**src/rtl/pixel_write_packer_pkg.sv**
```systemverilog
// Shared definitions for the pixel write path: VRAM pixel field layout,
// the ordered-dither matrix, burst payload type and the flush FSM states.
package pixel_write_packer_pkg;

    localparam int unsigned LANES   = 8;
    localparam int unsigned PIX_W   = 16;
    localparam int unsigned BURST_W = LANES * PIX_W;
    localparam int unsigned CH_W    = 5;

    // 16-bit VRAM pixel: R[4:0], G[9:5], B[14:10], M[15]
    localparam int unsigned R_LSB = 0;
    localparam int unsigned G_LSB = 5;
    localparam int unsigned B_LSB = 10;
    localparam int unsigned M_BIT = 15;

    // 4x4 ordered dither offsets, indexed [y[1:0]][x[1:0]]
    localparam logic signed [2:0] DITHER_MATRIX [4][4] = '{
        '{3'sb100, 3'sb000, 3'sb101, 3'sb001},   // -4  0 -3  1
        '{3'sb010, 3'sb110, 3'sb011, 3'sb111},   //  2 -2  3 -1
        '{3'sb101, 3'sb001, 3'sb100, 3'sb000},   // -3  1 -4  0
        '{3'sb011, 3'sb111, 3'sb010, 3'sb110}    //  3 -1  2 -2
    };

    typedef enum logic [1:0] {
        FLUSH_IDLE  = 2'd0,
        FLUSH_MOVE  = 2'd1,
        FLUSH_DRAIN = 2'd2
    } flush_state_t;

    typedef struct packed {
        logic [BURST_W-1:0] data;
        logic [LANES-1:0]   pixmask;
    } burst_t;

    // Add dither offset to an 8-bit channel, clamp to 0..255, keep top 5 bits.
    function automatic logic [CH_W-1:0] dither_clamp(input logic [7:0] c,
                                                     input logic signed [2:0] d);
        logic signed [9:0] s;
        s = signed'({2'b00, c}) + signed'({{7{d[2]}}, d});
        if (s[9])
            return '0;
        else if (s[8])
            return '1;
        else
            return CH_W'(unsigned'(s) >> 3);
    endfunction

endpackage

```
**src/rtl/pixel_dither_conv.sv**
```systemverilog
// Combinational 8:8:8 colour -> 16-bit VRAM pixel with optional ordered dither.
// Ports: r/g/b 8-bit channels, x_lo/y_lo low coordinate bits selecting the
// dither cell, dither_en, mask_bit (bit 15), word_c converted pixel.
module pixel_dither_conv
    import pixel_write_packer_pkg::*;
(
    input  logic [7:0]       r,
    input  logic [7:0]       g,
    input  logic [7:0]       b,
    input  logic [1:0]       x_lo,
    input  logic [1:0]       y_lo,
    input  logic             dither_en,
    input  logic             mask_bit,
    output logic [PIX_W-1:0] word_c
);

    logic signed [2:0] d;

    always_comb begin
        d      = dither_en ? DITHER_MATRIX[y_lo][x_lo] : 3'sb000;
        word_c = '0;
        word_c[R_LSB +: CH_W] = dither_clamp(r, d);
        word_c[G_LSB +: CH_W] = dither_clamp(g, d);
        word_c[B_LSB +: CH_W] = dither_clamp(b, d);
        word_c[M_BIT]         = mask_bit;
    end

endmodule

```
**src/rtl/pixel_write_packer.sv**
```systemverilog
// Converts blended pixels to 5:5:5+M, coalesces an 8-pixel-aligned row
// segment into a 128-bit masked burst and hands it to the VRAM write arbiter
// through a one-deep output register (accumulator + output = double buffer).
// Ports: pixel input (i_px_*, o_px_ready), dither/mask controls, flush
// request/done, burst output (o_wr_*, i_wr_ready).
module pixel_write_packer
    import pixel_write_packer_pkg::*;
#(
    parameter int unsigned XW = 10,
    parameter int unsigned YW = 9
)(
    input  logic               clk,
    input  logic               i_nrst,
    input  logic               i_px_valid,
    output logic               o_px_ready,
    input  logic [7:0]         i_px_r,
    input  logic [7:0]         i_px_g,
    input  logic [7:0]         i_px_b,
    input  logic [XW-1:0]      i_px_x,
    input  logic [YW-1:0]      i_px_y,
    input  logic               i_px_stp,
    input  logic               i_dither_en,
    input  logic               i_force_mask,
    input  logic               i_flush,
    output logic               o_flush_done,
    output logic               o_wr_valid,
    input  logic               i_wr_ready,
    output logic [XW-4:0]      o_wr_seg_x,
    output logic [YW-1:0]      o_wr_seg_y,
    output logic [BURST_W-1:0] o_wr_data,
    output logic [LANES-1:0]   o_wr_pixmask
);

    localparam int unsigned SXW = XW - 3;

    logic [PIX_W-1:0] px_word;
    logic [2:0]       px_lane;
    logic             px_fire;
    logic             wr_fire;
    logic             key_match;
    logic             acc_nonempty;
    logic             acc_close;
    logic             out_load;
    logic             flush_pending;
    logic             flush_move;

    logic [SXW-1:0]   acc_seg_x;
    logic [YW-1:0]    acc_seg_y;
    burst_t           acc_q;
    burst_t           acc_d;

    logic             out_full;
    logic [SXW-1:0]   out_seg_x;
    logic [YW-1:0]    out_seg_y;
    burst_t           out_q;

    flush_state_t     state_q;
    flush_state_t     state_d;

    pixel_dither_conv u_conv (
        .r         (i_px_r),
        .g         (i_px_g),
        .b         (i_px_b),
        .x_lo      (i_px_x[1:0]),
        .y_lo      (i_px_y[1:0]),
        .dither_en (i_dither_en),
        .mask_bit  (i_force_mask | i_px_stp),
        .word_c    (px_word)
    );

    // Handshake and segment-change detection
    assign px_lane      = i_px_x[2:0];
    assign acc_nonempty = |acc_q.pixmask;
    assign key_match    = (acc_seg_y == i_px_y) && (acc_seg_x == i_px_x[XW-1:3]);
    assign o_px_ready   = !(acc_nonempty && out_full && !i_wr_ready) && !flush_pending;
    assign px_fire      = i_px_valid && o_px_ready;
    assign wr_fire      = out_full && i_wr_ready;
    assign acc_close    = px_fire && acc_nonempty && !key_match;
    assign out_load     = acc_close || flush_move;

    // Flush FSM: state register
    always_ff @(posedge clk or negedge i_nrst) begin
        if (!i_nrst)
            state_q <= FLUSH_IDLE;
        else
            state_q <= state_d;
    end

    // Flush FSM: next state
    always_comb begin
        state_d = state_q;
        case (state_q)
            FLUSH_IDLE:  if (i_flush) state_d = FLUSH_MOVE;
            FLUSH_MOVE:  if (!acc_nonempty || !out_full || i_wr_ready) state_d = FLUSH_DRAIN;
            FLUSH_DRAIN: if (!out_full) state_d = FLUSH_IDLE;
            default:     state_d = FLUSH_IDLE;
        endcase
    end

    // Flush FSM: outputs; done fires in the first DRAIN cycle with the output slot empty
    always_comb begin
        flush_pending = (state_q != FLUSH_IDLE);
        flush_move    = (state_q == FLUSH_MOVE) && acc_nonempty && (!out_full || i_wr_ready);
        o_flush_done  = (state_q == FLUSH_DRAIN) && !out_full;
    end

    // Accumulator next value; a closing pixel starts from a clean segment
    always_comb begin
        acc_d = acc_q;
        if (flush_move) begin
            acc_d = '0;
        end else if (px_fire) begin
            if (acc_close)
                acc_d = '0;
            acc_d.data[PIX_W*px_lane +: PIX_W] = px_word;
            acc_d.pixmask[px_lane]             = 1'b1;
        end
    end

    // Accumulator registers
    always_ff @(posedge clk or negedge i_nrst) begin
        if (!i_nrst) begin
            acc_q     <= '0;
            acc_seg_x <= '0;
            acc_seg_y <= '0;
        end else begin
            acc_q <= acc_d;
            if (px_fire) begin
                acc_seg_x <= i_px_x[XW-1:3];
                acc_seg_y <= i_px_y;
            end
        end
    end

    // Output register; a load wins over a same-cycle acceptance
    always_ff @(posedge clk or negedge i_nrst) begin
        if (!i_nrst) begin
            out_full  <= 1'b0;
            out_q     <= '0;
            out_seg_x <= '0;
            out_seg_y <= '0;
        end else if (out_load) begin
            out_full  <= 1'b1;
            out_q     <= acc_q;
            out_seg_x <= acc_seg_x;
            out_seg_y <= acc_seg_y;
        end else if (wr_fire) begin
            out_full  <= 1'b0;
        end
    end

    assign o_wr_valid   = out_full;
    assign o_wr_seg_x   = out_seg_x;
    assign o_wr_seg_y   = out_seg_y;
    assign o_wr_data    = out_q.data;
    assign o_wr_pixmask = out_q.pixmask;

endmodule
```
**config.mk**
```make
export PLATFORM = sky130hd
export DESIGN_NAME = pixel_write_packer
export DESIGN_NICKNAME = d
export VERILOG_FILES = /design/src/rtl/pixel_write_packer_pkg.sv /design/src/rtl/pixel_dither_conv.sv /design/src/rtl/pixel_write_packer.sv
export SDC_FILE = /design/constraint.sdc
export NUM_CORES = 1
export LEC_CHECK = 0
export ABC_CLOCK_PERIOD_IN_PS = 3300
export BUFFER_PORTS_ARGS = -buffer_cell sky130_fd_sc_hd__buf_2
export CAP_MARGIN = 20
export CORE_ASPECT_RATIO = 0.8
export CORE_MARGIN = 2
export CORE_UTILIZATION = 57
export CTS_CLUSTER_SIZE = 14
export DETAILED_ROUTE_END_ITERATION = 16
export GPL_TIMING_DRIVEN = 0
export HOLD_SLACK_MARGIN = 0.03
export MAX_ROUTING_LAYER = met4
export PLACE_DENSITY_LB_ADDON = 0.3
export SYNTH_ARGS = -nofsm -noshare
export SYNTH_HDL_FRONTEND = slang
export SYNTH_SLANG_ARGS = --single-unit
```
**constraint.sdc**
```tcl
create_clock -name clk -period 3.3 [get_ports clk]
set_input_delay 0.66 -clock clk [delete_from_list [all_inputs] [get_ports clk]]
set_output_delay 0.66 -clock clk [all_outputs]
set_load 0.02 [all_outputs]
```
==> run summary <==
EDFF count, synth - 0
Hold crit path type - in -> reg
Final RePlAce weighted congestion - 0.978
Synthesis-stage register bit count - 307
GRT overflow - 0
FFs w/ async S/R, synth - 100%
Number of warnings issued by yosys - 0
Post-Syn Area - 0.0129 sq mm
Worst Tran Pin Value - 0.966 ns
Hold Crit Depth - 3
Routed WL per cell - 20.3 um
Switching part of the total power - 36.7%
Leak - 7.77 nW
TritonCTS buffer count - 30
Drt initial violations - 1026
Post-Synthesis Cells - 1194
Max-cap violations - 0
Final hold vios - 0
Die extent in y - 139 um
Peak supply drop - 438 uV
Post-Route WL - 36.0 mm
Post-DP HPWL - 25.5 mm
R2r setup slk - 0.37 ns
Die Wd - 172 um
CTS tree - built
Setup Crit Path Kind - reg -> out
Clk Latency, worst-skew pair - 0.58 ns
Area growth, synth to finish - 20.8%
Worst setup SP type - flop
DR vias - 10300
Worst Hold Endpoint - acc_seg_y[8]
Yosys cell types - 74
Vias/cell - 5.84
Sequential area share after synthesis - 59.5%
Slew headroom - 35.6%
Crit. End Element - output port
Vias in the first global route - 10100
Root Driver - clkbuf_16
R2R cell count - 7
Status - finished, final reports clean
Post-route DRC - 0
Clk sinks - 307
Hold slack final - 0.305 ns
Clock transition at path regs - 0.06 ns
R2R Path End - o_wr_seg_y[4]
Area share of the largest cell type after synthesis - 59.5%
Aggregate global-route resource usage - 31.6%
Clock tree buffer depth - 3
Layout net count - 1496
Clock network power share - 28.6%
Post-synth net total - 1250
Largest net degree at the start of global routing - 129
Starting Density - 57.7%
Final Max Slew Viols - 0
Pre-antenna DRT Iters - 5
Commonest non-fill, non-tap cell in the layout - dfrtp_1
Final TNS setup - 0 ns
Commonest non-fill, non-tap cells in the layout - dfrtp_1, nand2_1, buf_2, o21ai_0, inv_1
Fmax - 0.313 GHz
Clock Skew - 0.0224 ns
Top_reg_cell synth - dfrtp_1
P_int - 8.11 mW
Reg2reg start - acc_seg_y[5]
Initial antenna violation count - 3
Die area - 0.0239 sq mm
Final worst-path cycle share - 97.0%
Synth area leaders - dfrtp_1, nand2_1, o21ai_0, mux2_1, mux2_2
Max Fanout on Critical Path - 10
First-pass GRT wire length - 56.3 mm
Crit path DAT - 2.54 ns
Power share of the sequential group - 38.6%
# IOs - 206
Required time worst endpoint - 2.64 ns
Ratio of cells with drive above 1 in the final layout - 25.6%
DRT antenna net count - 0
CORE AREA - 0.0224 sq mm
Synth area leader - dfrtp_1
Fin crit period - 3.20 ns
Rows - 49
Final Core Density - 69.6%
Combinational power share - 32.7%
Htree depth - 1
Mean Syn Cell Area - 10.8 sq um
Endpoints failing setup - 0
Pwr dens - 822 mW/mm^2
Worst hold start - i_px_y[8]
P_sw - 4.70 mW
Buffers on Ports - 196
what timing repair did:
action	in CTS	in global routing
pin swaps	2	2
cloned	0	0
buffers inserted	3	3
hold buffers	1	0
endpoints found under the setup margin	20	60
endpoints found under the hold margin	33	0
resized for setup	0	3
stage by stage:
step	worst slack, ns	instance area [sq um]	power (mW)	instances
final	0.100	15600	12.8	1773
after global routing	-0.00454	15600	13.4	1773
after CTS	0.0174	15500	12.8	1767
after detailed placement	-0.746	14400	9.08	1707
after global placement	-3.96	14300	8.93	1696
after floorplan	0.101	12900	7.62	1194
how the worst max path moves through the flow:
stage                endpoint  cells after the start      start  slack (ns)
3_3_place_gp   o_wr_data[106]                      1     i_nrst       -3.96
5_1_grt             acc_q[82]                     11  i_px_x[0]      -0.005
2_1_floorplan       acc_q[96]                     13  i_px_x[0]        0.10
6_report           o_px_ready                      5   acc_q[6]        0.10
3_5_place_dp       acc_q[100]                     14  i_px_x[0]       -0.75
4_1_cts             acc_q[82]                     11  i_px_x[0]        0.02
power groups by stage:
| stage | registers, mW | clock network [mW] | logic [mW] |
|---|---|---|---|
| floorplan | 5.46 | 0 | 2.16 |
| global placement | 4.97 | 0 | 3.96 |
| detailed placement | 5.00 | 0 | 4.08 |
| CTS | 4.94 | 3.69 | 4.15 |
| global route | 5.03 | 3.85 | 4.53 |
| finish | 4.95 | 3.67 | 4.20 |
sequential cells by signal, indices dropped and copies added, names as in the netlist:
signal,cells
o_wr_valid,1
o_wr_seg_x,7
o_wr_data,128
o_wr_seg_y,9
o_wr_pixmask,8
acc_seg_y,9
acc_seg_x,7
state_q,2
acc_q,136
critical path, cell delays in order, from the launching register on:
cell	delay, ns
dfrtp_1	0.41
or4_1	0.61
o21ba_2	0.27
buf_6	0.15
nor3_1	0.28
buf_2	0.25
metal layers:
layer / wire, um / track usage [%]
met1: 15700 / 45.4
met2: 16300 / 46.7
met3: 2820 / 5.54
met4: 1130 / 9.64
met5: 0 / -
synth_stat cells, types with 11 or more instances:
cell      count
a21oi_1      18
o22ai_1      62
nor2_1       27
mux2_1       49
clkbuf_1     22
inv_1        73
dfrtp_1     307
nor3_1       11
mux2_2       45
o21ai_0     115
or3_1        11
buf_2        26
nand3_1      31
o21ai_1      20
xor2_1       17
nand2_1     225
area by class of cell:
cell class | count | area, sq um
flip-flops and latches | 307 | 7680
fillers | 1683 | 6800
multi-input cells | 755 | 4650
repair buffers | 214 | 1190
clock buffers | 43 | 880
well taps | 306 | 383
plain buffers | 59 | 312
inverters | 73 | 274
clock inverters | 13 | 204
diodes | 3 | 7.51
logic make-up (layout without fill, tap and decap cells):
| kind of cell | count (synthesis) | count (layout) | share of synthesized area (%) |
|---|---|---|---|
| multiplexers | 97 | 97 | 8.44 |
| other | 0 | 3 | 0 |
| AND/OR/NAND/NOR | 355 | 355 | 12.3 |
| flip-flops | 307 | 307 | 59.5 |
| XOR/XNOR | 19 | 19 | 1.35 |
| buffers and inverters | 132 | 402 | 4.53 |
| AO/OA/AOI/OAI | 279 | 279 | 13.4 |
| adder cells (fa/ha/maj) | 5 | 5 | 0.485 |
Note: power is estimated with default switching activity, not from simulation.
